File: config.mk
export PLATFORM = sky130hd
export DESIGN_NAME = kb_event_decoder_flat
export DESIGN_NICKNAME = d
export VERILOG_FILES = /design/src/rtl/kb_pkg.sv /design/src/rtl/kb_event_decoder_if.sv /design/src/rtl/kb_event_fifo.sv /design/src/rtl/ps2_rx.sv /design/src/rtl/kb_event_decoder.sv /design/src/flat_wrapper.sv
export SDC_FILE = /design/constraint.sdc
export NUM_CORES = 1
export LEC_CHECK = 0
export CAP_MARGIN = 20
export CORE_MARGIN = 2
export CORE_UTILIZATION = 59
export DETAILED_ROUTE_END_ITERATION = 10
export PLACE_DENSITY = 0.8
export RECOVER_POWER = 100
export SYNTH_ARGS = -nofsm -noshare
export SYNTH_HDL_FRONTEND = slang
export SYNTH_SLANG_ARGS = --single-unit
File: constraint.sdc
create_clock -name clk -period 3.56 [get_ports clk]
set_input_delay 0.712 -clock clk [delete_from_list [all_inputs] [get_ports clk]]
set_output_delay 0.712 -clock clk [all_outputs]
set_load 0.01 [all_outputs]
File: src/rtl/kb_pkg.sv
// kb_pkg: shared constants and types for the PS/2 keyboard event decoder.
// Holds the scan-code bytes the decoder acts on, the FSM state encoding
// and the layout of one queued key event.
package kb_pkg;

    localparam int CODE_W  = 8;
    localparam int ENTRY_W = 10;

    // Prefix bytes
    localparam logic [7:0] BRK = 8'hF0;
    localparam logic [7:0] EXT = 8'hE0;

    // Protocol/status bytes that never become key events
    localparam logic [7:0] KB_NUL     = 8'h00;
    localparam logic [7:0] KB_BAT_OK  = 8'hAA;
    localparam logic [7:0] KB_PAUSE   = 8'hE1;
    localparam logic [7:0] KB_ECHO    = 8'hEE;
    localparam logic [7:0] KB_ACK     = 8'hFA;
    localparam logic [7:0] KB_BAT_ERR = 8'hFC;
    localparam logic [7:0] KB_ERR_FD  = 8'hFD;
    localparam logic [7:0] KB_RESEND  = 8'hFE;
    localparam logic [7:0] KB_OVERRUN = 8'hFF;

    // Decoder FSM state encoding
    localparam logic [1:0] ST_IDLE    = 2'd0;
    localparam logic [1:0] ST_EXT     = 2'd1;
    localparam logic [1:0] ST_BRK     = 2'd2;
    localparam logic [1:0] ST_EXT_BRK = 2'd3;

    typedef struct packed {
        logic              ext;
        logic              brk;
        logic [CODE_W-1:0] code;
    } kb_event_t;

    function automatic logic is_discard(input logic [7:0] b);
        logic r;
        case (b)
            KB_NUL, KB_BAT_OK, KB_PAUSE, KB_ECHO, KB_ACK,
            KB_BAT_ERR, KB_ERR_FD, KB_RESEND, KB_OVERRUN: r = 1'b1;
            default:                                      r = 1'b0;
        endcase
        return r;
    endfunction

endpackage

File: src/rtl/kb_event_decoder_if.sv
// kb_event_decoder_if: PS/2 line inputs, CPU-side read/clear strobes and
// the head-of-queue event outputs. The decoder is the slave side.
interface kb_event_decoder_if;
    import kb_pkg::*;

    logic              ps2d;
    logic              ps2c;
    logic              rd_key;
    logic              clr_ovf;
    logic [CODE_W-1:0] key_code;
    logic              key_ext;
    logic              key_brk;
    logic              kb_buf_empty;
    logic              kb_buf_full;
    logic              overflow;
    logic              interrupt;

    modport master (
        output ps2d, ps2c, rd_key, clr_ovf,
        input  key_code, key_ext, key_brk, kb_buf_empty, kb_buf_full,
               overflow, interrupt
    );

    modport slave (
        input  ps2d, ps2c, rd_key, clr_ovf,
        output key_code, key_ext, key_brk, kb_buf_empty, kb_buf_full,
               overflow, interrupt
    );

endinterface

File: src/rtl/kb_event_fifo.sv
// kb_event_fifo: first-word-fall-through queue of 2**W_SIZE entries.
// A push when full is accepted only if a pop happens in the same cycle;
// otherwise it is dropped and o_drop pulses. A pop when empty is ignored.
// o_data reads as zero while empty.
module kb_event_fifo #(
    parameter int W_SIZE = 2,
    parameter int DATA_W = 10
) (
    input  logic              clk,
    input  logic              reset,
    input  logic              i_push,
    input  logic              i_pop,
    input  logic [DATA_W-1:0] i_data,
    output logic [DATA_W-1:0] o_data,
    output logic              o_empty,
    output logic              o_full,
    output logic              o_drop
);

    localparam int DEPTH = 2 ** W_SIZE;

    logic [DATA_W-1:0] r_mem [DEPTH];
    logic [W_SIZE-1:0] r_wr_ptr;
    logic [W_SIZE-1:0] r_rd_ptr;
    logic [W_SIZE:0]   r_count;
    logic              w_empty;
    logic              w_full;
    logic              w_do_push;
    logic              w_do_pop;

    assign w_empty   = (r_count == '0);
    assign w_full    = (r_count == (W_SIZE+1)'(DEPTH));
    assign w_do_pop  = i_pop && !w_empty;
    assign w_do_push = i_push && (!w_full || w_do_pop);

    // Storage write; contents are don't-care until counted in
    always_ff @(posedge clk) begin
        if (w_do_push)
            r_mem[r_wr_ptr] <= i_data;
    end

    // Pointers wrap naturally at 2**W_SIZE; count tracks occupancy
    always_ff @(posedge clk or posedge reset) begin
        if (reset) begin
            r_wr_ptr <= '0;
            r_rd_ptr <= '0;
            r_count  <= '0;
        end else begin
            if (w_do_push)
                r_wr_ptr <= r_wr_ptr + 1'b1;
            if (w_do_pop)
                r_rd_ptr <= r_rd_ptr + 1'b1;
            case ({w_do_push, w_do_pop})
                2'b10:   r_count <= r_count + 1'b1;
                2'b01:   r_count <= r_count - 1'b1;
                default: r_count <= r_count;
            endcase
        end
    end

    assign o_data  = w_empty ? '0 : r_mem[r_rd_ptr];
    assign o_empty = w_empty;
    assign o_full  = w_full;
    assign o_drop  = i_push && !w_do_push;

endmodule

File: src/rtl/ps2_rx.sv
// ps2_rx: PS/2 device-to-host byte receiver. The PS/2 clock is debounced
// by an 8-sample filter; data is sampled on each filtered falling edge.
// One 11-bit frame (start, 8 data LSB first, parity, stop) produces a
// single-cycle o_rx_done_tick with the byte on o_dout. Parity is not checked.
module ps2_rx (
    input  logic       clk,
    input  logic       reset,
    input  logic       i_ps2d,
    input  logic       i_ps2c,
    input  logic       i_rx_en,
    output logic       o_rx_done_tick,
    output logic [7:0] o_dout
);

    localparam logic [1:0] RX_IDLE = 2'd0;
    localparam logic [1:0] RX_DPS  = 2'd1;
    localparam logic [1:0] RX_LOAD = 2'd2;

    logic [7:0] r_filter;
    logic       r_fps2c;
    logic       r_fps2c_d;
    logic [1:0] r_ps2d_sync;
    logic       w_fall;
    logic [1:0] r_rx_state;
    logic [3:0] r_n;
    logic [9:0] r_b;

    // Debounce PS/2 clock and resynchronise the data line
    always_ff @(posedge clk or posedge reset) begin
        if (reset) begin
            r_filter    <= '0;
            r_fps2c     <= 1'b0;
            r_fps2c_d   <= 1'b0;
            r_ps2d_sync <= 2'b11;
        end else begin
            r_filter    <= {i_ps2c, r_filter[7:1]};
            if (r_filter == 8'hFF)
                r_fps2c <= 1'b1;
            else if (r_filter == 8'h00)
                r_fps2c <= 1'b0;
            r_fps2c_d   <= r_fps2c;
            r_ps2d_sync <= {i_ps2d, r_ps2d_sync[1]};
        end
    end

    assign w_fall = r_fps2c_d & ~r_fps2c;

    // Frame shifter: the start bit falls off the bottom, leaving stop/parity/data
    always_ff @(posedge clk or posedge reset) begin
        if (reset) begin
            r_rx_state <= RX_IDLE;
            r_n        <= '0;
            r_b        <= '0;
        end else begin
            case (r_rx_state)
                RX_IDLE: begin
                    if (w_fall && i_rx_en) begin
                        r_b        <= {r_ps2d_sync[0], r_b[9:1]};
                        r_n        <= 4'd9;
                        r_rx_state <= RX_DPS;
                    end
                end
                RX_DPS: begin
                    if (w_fall) begin
                        r_b <= {r_ps2d_sync[0], r_b[9:1]};
                        if (r_n == 4'd0)
                            r_rx_state <= RX_LOAD;
                        else
                            r_n <= r_n - 4'd1;
                    end
                end
                default: r_rx_state <= RX_IDLE;
            endcase
        end
    end

    assign o_rx_done_tick = (r_rx_state == RX_LOAD);
    assign o_dout         = r_b[7:0];

endmodule

File: src/rtl/kb_event_decoder.sv
// kb_event_decoder: turns PS/2 scan-code bytes into {ext, brk, code} key
// events and queues them for the CPU. Handles E0 / F0 prefixes, drops
// protocol bytes, abandons a stalled prefix after TO_CYCLES idle cycles,
// and flags queue overflow (sticky until clr_ovf; a new drop wins).
// Optional build macro KB_TYPEMATIC_FILTER_EN suppresses repeated make
// events for a held key.
//
// state      | meaning
// -----------+-----------------------------------------------
// ST_IDLE    | no prefix pending; plain make codes push directly
// ST_EXT     | E0 seen; next code is an extended make (or F0)
// ST_BRK     | F0 seen; next code is a plain release
// ST_EXT_BRK | E0 F0 seen; next code is an extended release
module kb_event_decoder
    import kb_pkg::*;
#(
    parameter int W_SIZE    = 2,
    parameter int TO_CYCLES = 1_000_000
) (
    input  logic             clk,
    input  logic             reset,
    kb_event_decoder_if.slave bus
);

    localparam int              TO_W    = $clog2(TO_CYCLES);
    localparam logic [TO_W-1:0] TO_LAST = TO_W'(TO_CYCLES - 1);

    logic            w_rx_tick;
    logic [7:0]      w_rx_byte;
    logic [1:0]      r_state;
    logic [1:0]      w_state_nxt;
    logic [TO_W-1:0] r_to_cnt;
    logic            w_timeout;
    kb_event_t       w_ev;
    logic            w_ev_vld;
    logic            w_push;
    kb_event_t       w_head;
    logic            w_empty;
    logic            w_full;
    logic            w_drop;
    logic            r_overflow;

    ps2_rx u_ps2_rx (
        .clk            (clk),
        .reset          (reset),
        .i_ps2d         (bus.ps2d),
        .i_ps2c         (bus.ps2c),
        .i_rx_en        (1'b1),
        .o_rx_done_tick (w_rx_tick),
        .o_dout         (w_rx_byte)
    );

    assign w_timeout = (r_state != ST_IDLE) && !w_rx_tick && (r_to_cnt == TO_LAST);

    // Next-state and event decode for each received byte
    always_comb begin
        w_state_nxt = r_state;
        w_ev_vld    = 1'b0;
        w_ev        = '{ext: 1'b0, brk: 1'b0, code: w_rx_byte};
        case (r_state)
            ST_IDLE: begin
                if (w_rx_tick) begin
                    if (w_rx_byte == EXT)
                        w_state_nxt = ST_EXT;
                    else if (w_rx_byte == BRK)
                        w_state_nxt = ST_BRK;
                    else if (!is_discard(w_rx_byte))
                        w_ev_vld = 1'b1;
                end
            end
            ST_EXT: begin
                if (w_rx_tick) begin
                    if (w_rx_byte == BRK) begin
                        w_state_nxt = ST_EXT_BRK;
                    end else if (w_rx_byte != EXT) begin
                        w_ev_vld    = 1'b1;
                        w_ev.ext    = 1'b1;
                        w_state_nxt = ST_IDLE;
                    end
                end else if (w_timeout) begin
                    w_state_nxt = ST_IDLE;
                end
            end
            ST_BRK: begin
                if (w_rx_tick) begin
                    w_ev_vld    = 1'b1;
                    w_ev.brk    = 1'b1;
                    w_state_nxt = ST_IDLE;
                end else if (w_timeout) begin
                    w_state_nxt = ST_IDLE;
                end
            end
            default: begin
                if (w_rx_tick) begin
                    w_ev_vld    = 1'b1;
                    w_ev.ext    = 1'b1;
                    w_ev.brk    = 1'b1;
                    w_state_nxt = ST_IDLE;
                end else if (w_timeout) begin
                    w_state_nxt = ST_IDLE;
                end
            end
        endcase
    end

    // Decoder state register
    always_ff @(posedge clk or posedge reset) begin
        if (reset)
            r_state <= ST_IDLE;
        else
            r_state <= w_state_nxt;
    end

    // Prefix stall counter: runs only while a prefix is pending with no byte arriving
    always_ff @(posedge clk or posedge reset) begin
        if (reset)
            r_to_cnt <= '0;
        else if (r_state == ST_IDLE || w_rx_tick || w_timeout)
            r_to_cnt <= '0;
        else
            r_to_cnt <= r_to_cnt + 1'b1;
    end

`ifdef KB_TYPEMATIC_FILTER_EN
    logic [8:0] r_last;
    logic       r_last_vld;
    logic       w_same;

    assign w_same = r_last_vld && (r_last == {w_ev.ext, w_ev.code});
    assign w_push = w_ev_vld && (w_ev.brk || !w_same);

    // Remember the last make so a held key's repeats are swallowed until released
    always_ff @(posedge clk or posedge reset) begin
        if (reset) begin
            r_last     <= '0;
            r_last_vld <= 1'b0;
        end else if (w_ev_vld) begin
            if (!w_ev.brk) begin
                r_last     <= {w_ev.ext, w_ev.code};
                r_last_vld <= 1'b1;
            end else if (w_same) begin
                r_last_vld <= 1'b0;
            end
        end
    end
`else
    assign w_push = w_ev_vld;
`endif

    kb_event_fifo #(
        .W_SIZE (W_SIZE),
        .DATA_W (ENTRY_W)
    ) u_fifo (
        .clk     (clk),
        .reset   (reset),
        .i_push  (w_push),
        .i_pop   (bus.rd_key),
        .i_data  (w_ev),
        .o_data  (w_head),
        .o_empty (w_empty),
        .o_full  (w_full),
        .o_drop  (w_drop)
    );

    // Sticky overflow; a fresh drop takes priority over a clear in the same cycle
    always_ff @(posedge clk or posedge reset) begin
        if (reset)
            r_overflow <= 1'b0;
        else if (w_drop)
            r_overflow <= 1'b1;
        else if (bus.clr_ovf)
            r_overflow <= 1'b0;
    end

    assign bus.key_code     = w_head.code;
    assign bus.key_ext      = w_head.ext;
    assign bus.key_brk      = w_head.brk;
    assign bus.kb_buf_empty = w_empty;
    assign bus.kb_buf_full  = w_full;
    assign bus.overflow     = r_overflow;
    assign bus.interrupt    = ~w_empty;

endmodule
File: src/flat_wrapper.sv
// flat-port wrapper written by rule: the top's interface ports become plain ports
module kb_event_decoder_flat import kb_pkg::*;
#(
    parameter int W_SIZE    = 2,
    parameter int TO_CYCLES = 1_000_000
)
  (clk, reset, bus_ps2d, bus_ps2c, bus_rd_key, bus_clr_ovf, bus_key_code, bus_key_ext, bus_key_brk, bus_kb_buf_empty, bus_kb_buf_full, bus_overflow, bus_interrupt);
  kb_event_decoder_if bus_i ();
  input  logic clk;
  input  logic reset;
  input wire logic [$bits(bus_i.ps2d)-1:0] bus_ps2d;
  input wire logic [$bits(bus_i.ps2c)-1:0] bus_ps2c;
  input wire logic [$bits(bus_i.rd_key)-1:0] bus_rd_key;
  input wire logic [$bits(bus_i.clr_ovf)-1:0] bus_clr_ovf;
  output wire logic [$bits(bus_i.key_code)-1:0] bus_key_code;
  output wire logic [$bits(bus_i.key_ext)-1:0] bus_key_ext;
  output wire logic [$bits(bus_i.key_brk)-1:0] bus_key_brk;
  output wire logic [$bits(bus_i.kb_buf_empty)-1:0] bus_kb_buf_empty;
  output wire logic [$bits(bus_i.kb_buf_full)-1:0] bus_kb_buf_full;
  output wire logic [$bits(bus_i.overflow)-1:0] bus_overflow;
  output wire logic [$bits(bus_i.interrupt)-1:0] bus_interrupt;
  assign bus_i.ps2d = bus_ps2d;
  assign bus_i.ps2c = bus_ps2c;
  assign bus_i.rd_key = bus_rd_key;
  assign bus_i.clr_ovf = bus_clr_ovf;
  assign bus_key_code = bus_i.key_code;
  assign bus_key_ext = bus_i.key_ext;
  assign bus_key_brk = bus_i.key_brk;
  assign bus_kb_buf_empty = bus_i.kb_buf_empty;
  assign bus_kb_buf_full = bus_i.kb_buf_full;
  assign bus_overflow = bus_i.overflow;
  assign bus_interrupt = bus_i.interrupt;
  kb_event_decoder #(.W_SIZE(W_SIZE), .TO_CYCLES(TO_CYCLES)) u_core (.clk(clk), .reset(reset), .bus(bus_i));
endmodule
==> results by group <==
Worst setup path
  – Crit Path Max Fanout: 7
  – Worst r2r src: u_core.u_ps2_rx.r_b[1]
  – Worst setup SP type: flip-flop
  – Req. time, crit path: 2850 ps
  – Crit path kind: reg -> out
  – CP Capture Type: primary output
  – RR Endpoint: u_core.u_fifo.r_count[2]
  – WP data arrival: 2440 ps
  – Worst reg2reg setup slack: 540 ps
  – Reg2reg path depth: 10

Global route
  – Number of global-route vias before repair: between 2k and 2.5k
  – Grt ovf: 0
  – Largest net degree at the start of global routing: 33
  – Gr usage total: 19.2%
  – First-pass GRT wire length: 11,400 um
  – Initial antenna violation count: 0

STA
  – Max-slew violations: 0
  – Post-layout min period: 3150 ps
  – Worst relative slew slack: 21.8%
  – Setup violations, final: 0
  – F_max: 318 MHz
  – Slew at the pin with the worst max-slew slack: 1170 ps
  – Final setup TNS: 0 ps
  – Worst clock skew: 9.44 ps
  – Final Hold Vio Count: 0
  – RSZ-0062 raised after global routing: no
  – Final Cycle Share: around nine tenths

Detailed routing
  – DRT iter0 DRCs: 199
  – Vias: 2,439
  – WL/cell: 15.2 um
  – DRC Markers: 0
  – DR vias/cell: 5.54
  – DR pass1 iterations: 4
  – Routed wire length: 6680 um
  – Post-DRT Antenna Nets: 0

Logic synthesis
  – Most used DFF post-synth: dfrtp_1
  – FF+latch count, synth: 98
  – Yosys cell types: 50
  – Async set or reset register ratio after synthesis: 59.2%
  – XOR/XNOR Fraction of Synth Area: 4.58%
  – Mapped Avg Cell Area: 13.5 um2
  – Syn_nets: 325
  – Mux cell area share after synthesis: 9.13%
  – Compound-cell area share of the yosys netlist: under 10%
  – Adder-cell area share of the yosys netlist: 2.82%
  – Seq/Total Area, Yosys: 63.1%
  – Synthesized instance count: slightly above 300
  – Ys Warns: 0
  – Number of synthesized flops with an enable pin: 40
  – Simple-Gate Fraction of Synth Area: roughly 15%
  – Main combinational cell family by area after synthesis: simple AND/OR/NAND/NOR gates
  – Synthesized area: 4210 um2

Floorplanning
  – Initial core utilization: between 60% and 70%
  – Die H: 88.5 um
  – Total die area: 7820 um2
  – Die span in x: 88.5 um
  – Placeable core region: 6830 um2
  – # rows: 30
  – IO Count: 20

Clock tree
  – Clock Pin Slew Worst Setup and Hold Paths: about 90 ps
  – TritonCTS clock tree: built
  – Post-CTS setup buffer count: 0
  – Cts hold-fix bufs: 0
  – Max Root-Sink Buffers: 2
  – Clock Tree Root: clkbuf_8
  – CTS resizes: 0
  – CTS buffer count: 9
  – Clock Latency Late Sink: 360 ps
  – Htree depth: 3
  – Sink Count: 98

Hold path
  – Hold endpoint: u_core.u_ps2_rx.r_ps2d_sync[0]
  – HP Class: reg -> reg
  – Hold depth: 0
  – Worst hold start: u_core.u_ps2_rx.r_ps2d_sync[1]

Power
  – Worst vdd ir: 341 uV
  – Sw Ratio: 29.8%
  – Pwr/cell area: 589 nW/um2
  – Clock power frac: 24.8%
  – Sequential Power Share: 50.6%
  – Lkg Pwr: ~0.0019 uW
  – Logic pwr share: 24.5%
  – P_sw: 820 uW
  – Internal: about 1900 uW

Placement
  – Detailed-placement wirelength estimate: roughly 4500 um
  – Placed cell areas: 4530 um2
  – Port bufs: 19
  – Placer Congestion: 0.761

Outcome
  – Status: complete, no violations

Layout
  – Commonest non-fill, non-tap cell in the layout: dfrtp_1
  – Most frequent cells in the layout: dfrtp_1, edfxtp_1, nor2_1, nand2_1
  – Share of post-route cells with drive strength above 1: 11.3%
  – Ant. Diodes: 0
  – Final nets: 353
  – Design area: 4670 um2
  – Fillers: 493
  – Area growth syn-to-layout: 10.9%

Job
  – Maxcap violations: 0
[state kept, by name, summed over array words and instances (netlist names)]
signal / cells
u_core.bus.overflow: 1
u_core.r_state: 2
u_core.r_to_cnt: 20
u_core.u_fifo.r_count: 3
u_core.u_fifo.r_mem: 40
u_core.u_fifo.r_rd_ptr: 2
u_core.u_fifo.r_wr_ptr: 2
u_core.u_ps2_rx.r_b: 10
u_core.u_ps2_rx.r_filter: 8
u_core.u_ps2_rx.r_fps2c: 1
u_core.u_ps2_rx.r_fps2c_d: 1
u_core.u_ps2_rx.r_n: 4
u_core.u_ps2_rx.r_ps2d_sync: 2
u_core.u_ps2_rx.r_rx_state: 2
[stage by stage]
| step | power, uW | setup WS (ps) | hold WS [ps] | utilization (%) | instances |
|---|---|---|---|---|---|
| after CTS | 2830 | 426 | 364 | 69.1 | 440 |
| after global routing | 2920 | 236 | 366 | 68.3 | 440 |
| final | 2750 | 411 | 361 | 68.3 | 440 |
| after detailed placement | 2150 | 824 | 348 | 66.3 | 424 |
| after floorplan | 1870 | 1020 | 345 | - | 311 |
| after global placement | 2110 | 895 | 346 | 66.3 | 424 |
[power groups by stage]
stage                     clock network [uW]  registers (uW)  logic, uW
after floorplan                            0            1350        518
after global placement                     0            1410        705
after detailed placement                   0            1420        728
after CTS                                708            1390        729
after global routing                     741            1410        765
final                                    682            1390        675
[synth_stat cells, types with 2 or more instances]
cell type	number	area (um2)
dfrtp_1	56	1400
edfxtp_1	40	1200
nor2_1	33	124
nand2_1	20	75.1
and2_1	13	81.3
nand3_1	12	60.1
xnor2_1	11	96.3
xor2_1	11	96.3
and3_1	10	62.6
mux2_2	10	113
mux4_2	10	225
inv_1	8	30.0
clkbuf_1	7	26.3
ha_1	7	87.6
o21ai_0	7	35.0
nand4_1	4	25.0
nor4_1	4	25.0
and4_1	3	26.3
nor2b_1	3	18.8
nor3_1	3	15.0
a21oi_1	2	10.0
a32o_1	2	20.0
dfstp_2	2	52.6
mux2i_1	2	20.0
nand2b_1	2	12.5
nor3b_1	2	15.0
o22ai_1	2	12.5
o41ai_1	2	17.5
or3_1	2	12.5
[worst max path at each step]
stage,start,end,slack [ps],depth (start not counted)
after floorplan,u_core.u_ps2_rx.r_b[1],u_core.u_fifo.r_count[2],1020,10
after global placement,u_core.u_fifo.r_rd_ptr[0],bus_key_code[7],900,4
after detailed placement,u_core.u_fifo.r_rd_ptr[0],bus_key_code[2],820,4
after CTS,u_core.u_fifo.r_rd_ptr[0],bus_key_code[2],430,4
after global routing,u_core.u_fifo.r_rd_ptr[0],bus_key_code[2],240,4
final,u_core.u_fifo.r_rd_ptr[0],bus_key_code[2],410,4
[worst max-delay path, stage by stage, from the launching register on]
cell	delay, ps
dfrtp_1	590
clkbuf_2	330
mux4_2	520
and2_1	170
clkdlybuf4s50_1	480
[kinds of logic (layout without fill, tap and decap cells)]
group,Yosys count,after routing
muxes,24,24
xor gates and xnor gates,22,22
DFF,98,98
AOI/OAI and AO/OA,23,23
adders and majority gates,9,9
buffers and inverters,16,49
and+or+nand+nor,119,119
[layer usage]
| layer | wire (um) | part of all wire, % | GRT usage, % | vias to the layer above |
|---|---|---|---|---|
| li1 | - | - | - | 1180 |
| met1 | 3130 | 47 | 25.7 | 1218 |
| met2 | 3320 | 50 | 31.7 | 33 |
| met3 | 166 | 2.5 | 3.36 | 8 |
| met4 | 63 | 0.94 | 7.44 | 0 |
| met5 | 0 | 0 | 0 | - |
[final cells by class]
cell class | instances | area, um2 | share of cell area, %
clock buffers | 9 | 124 | 2.65
clock inverters | 7 | 66.3 | 1.42
inverters | 8 | 30.0 | 0.643
multi-input cells | 197 | 1460 | 31.2
flip-flops and latches | 98 | 2660 | 56.9
well taps | 96 | 120 | 2.57
repair buffers | 25 | 214 | 4.58
No activity file was read; power rests on OpenSTA's default activity.
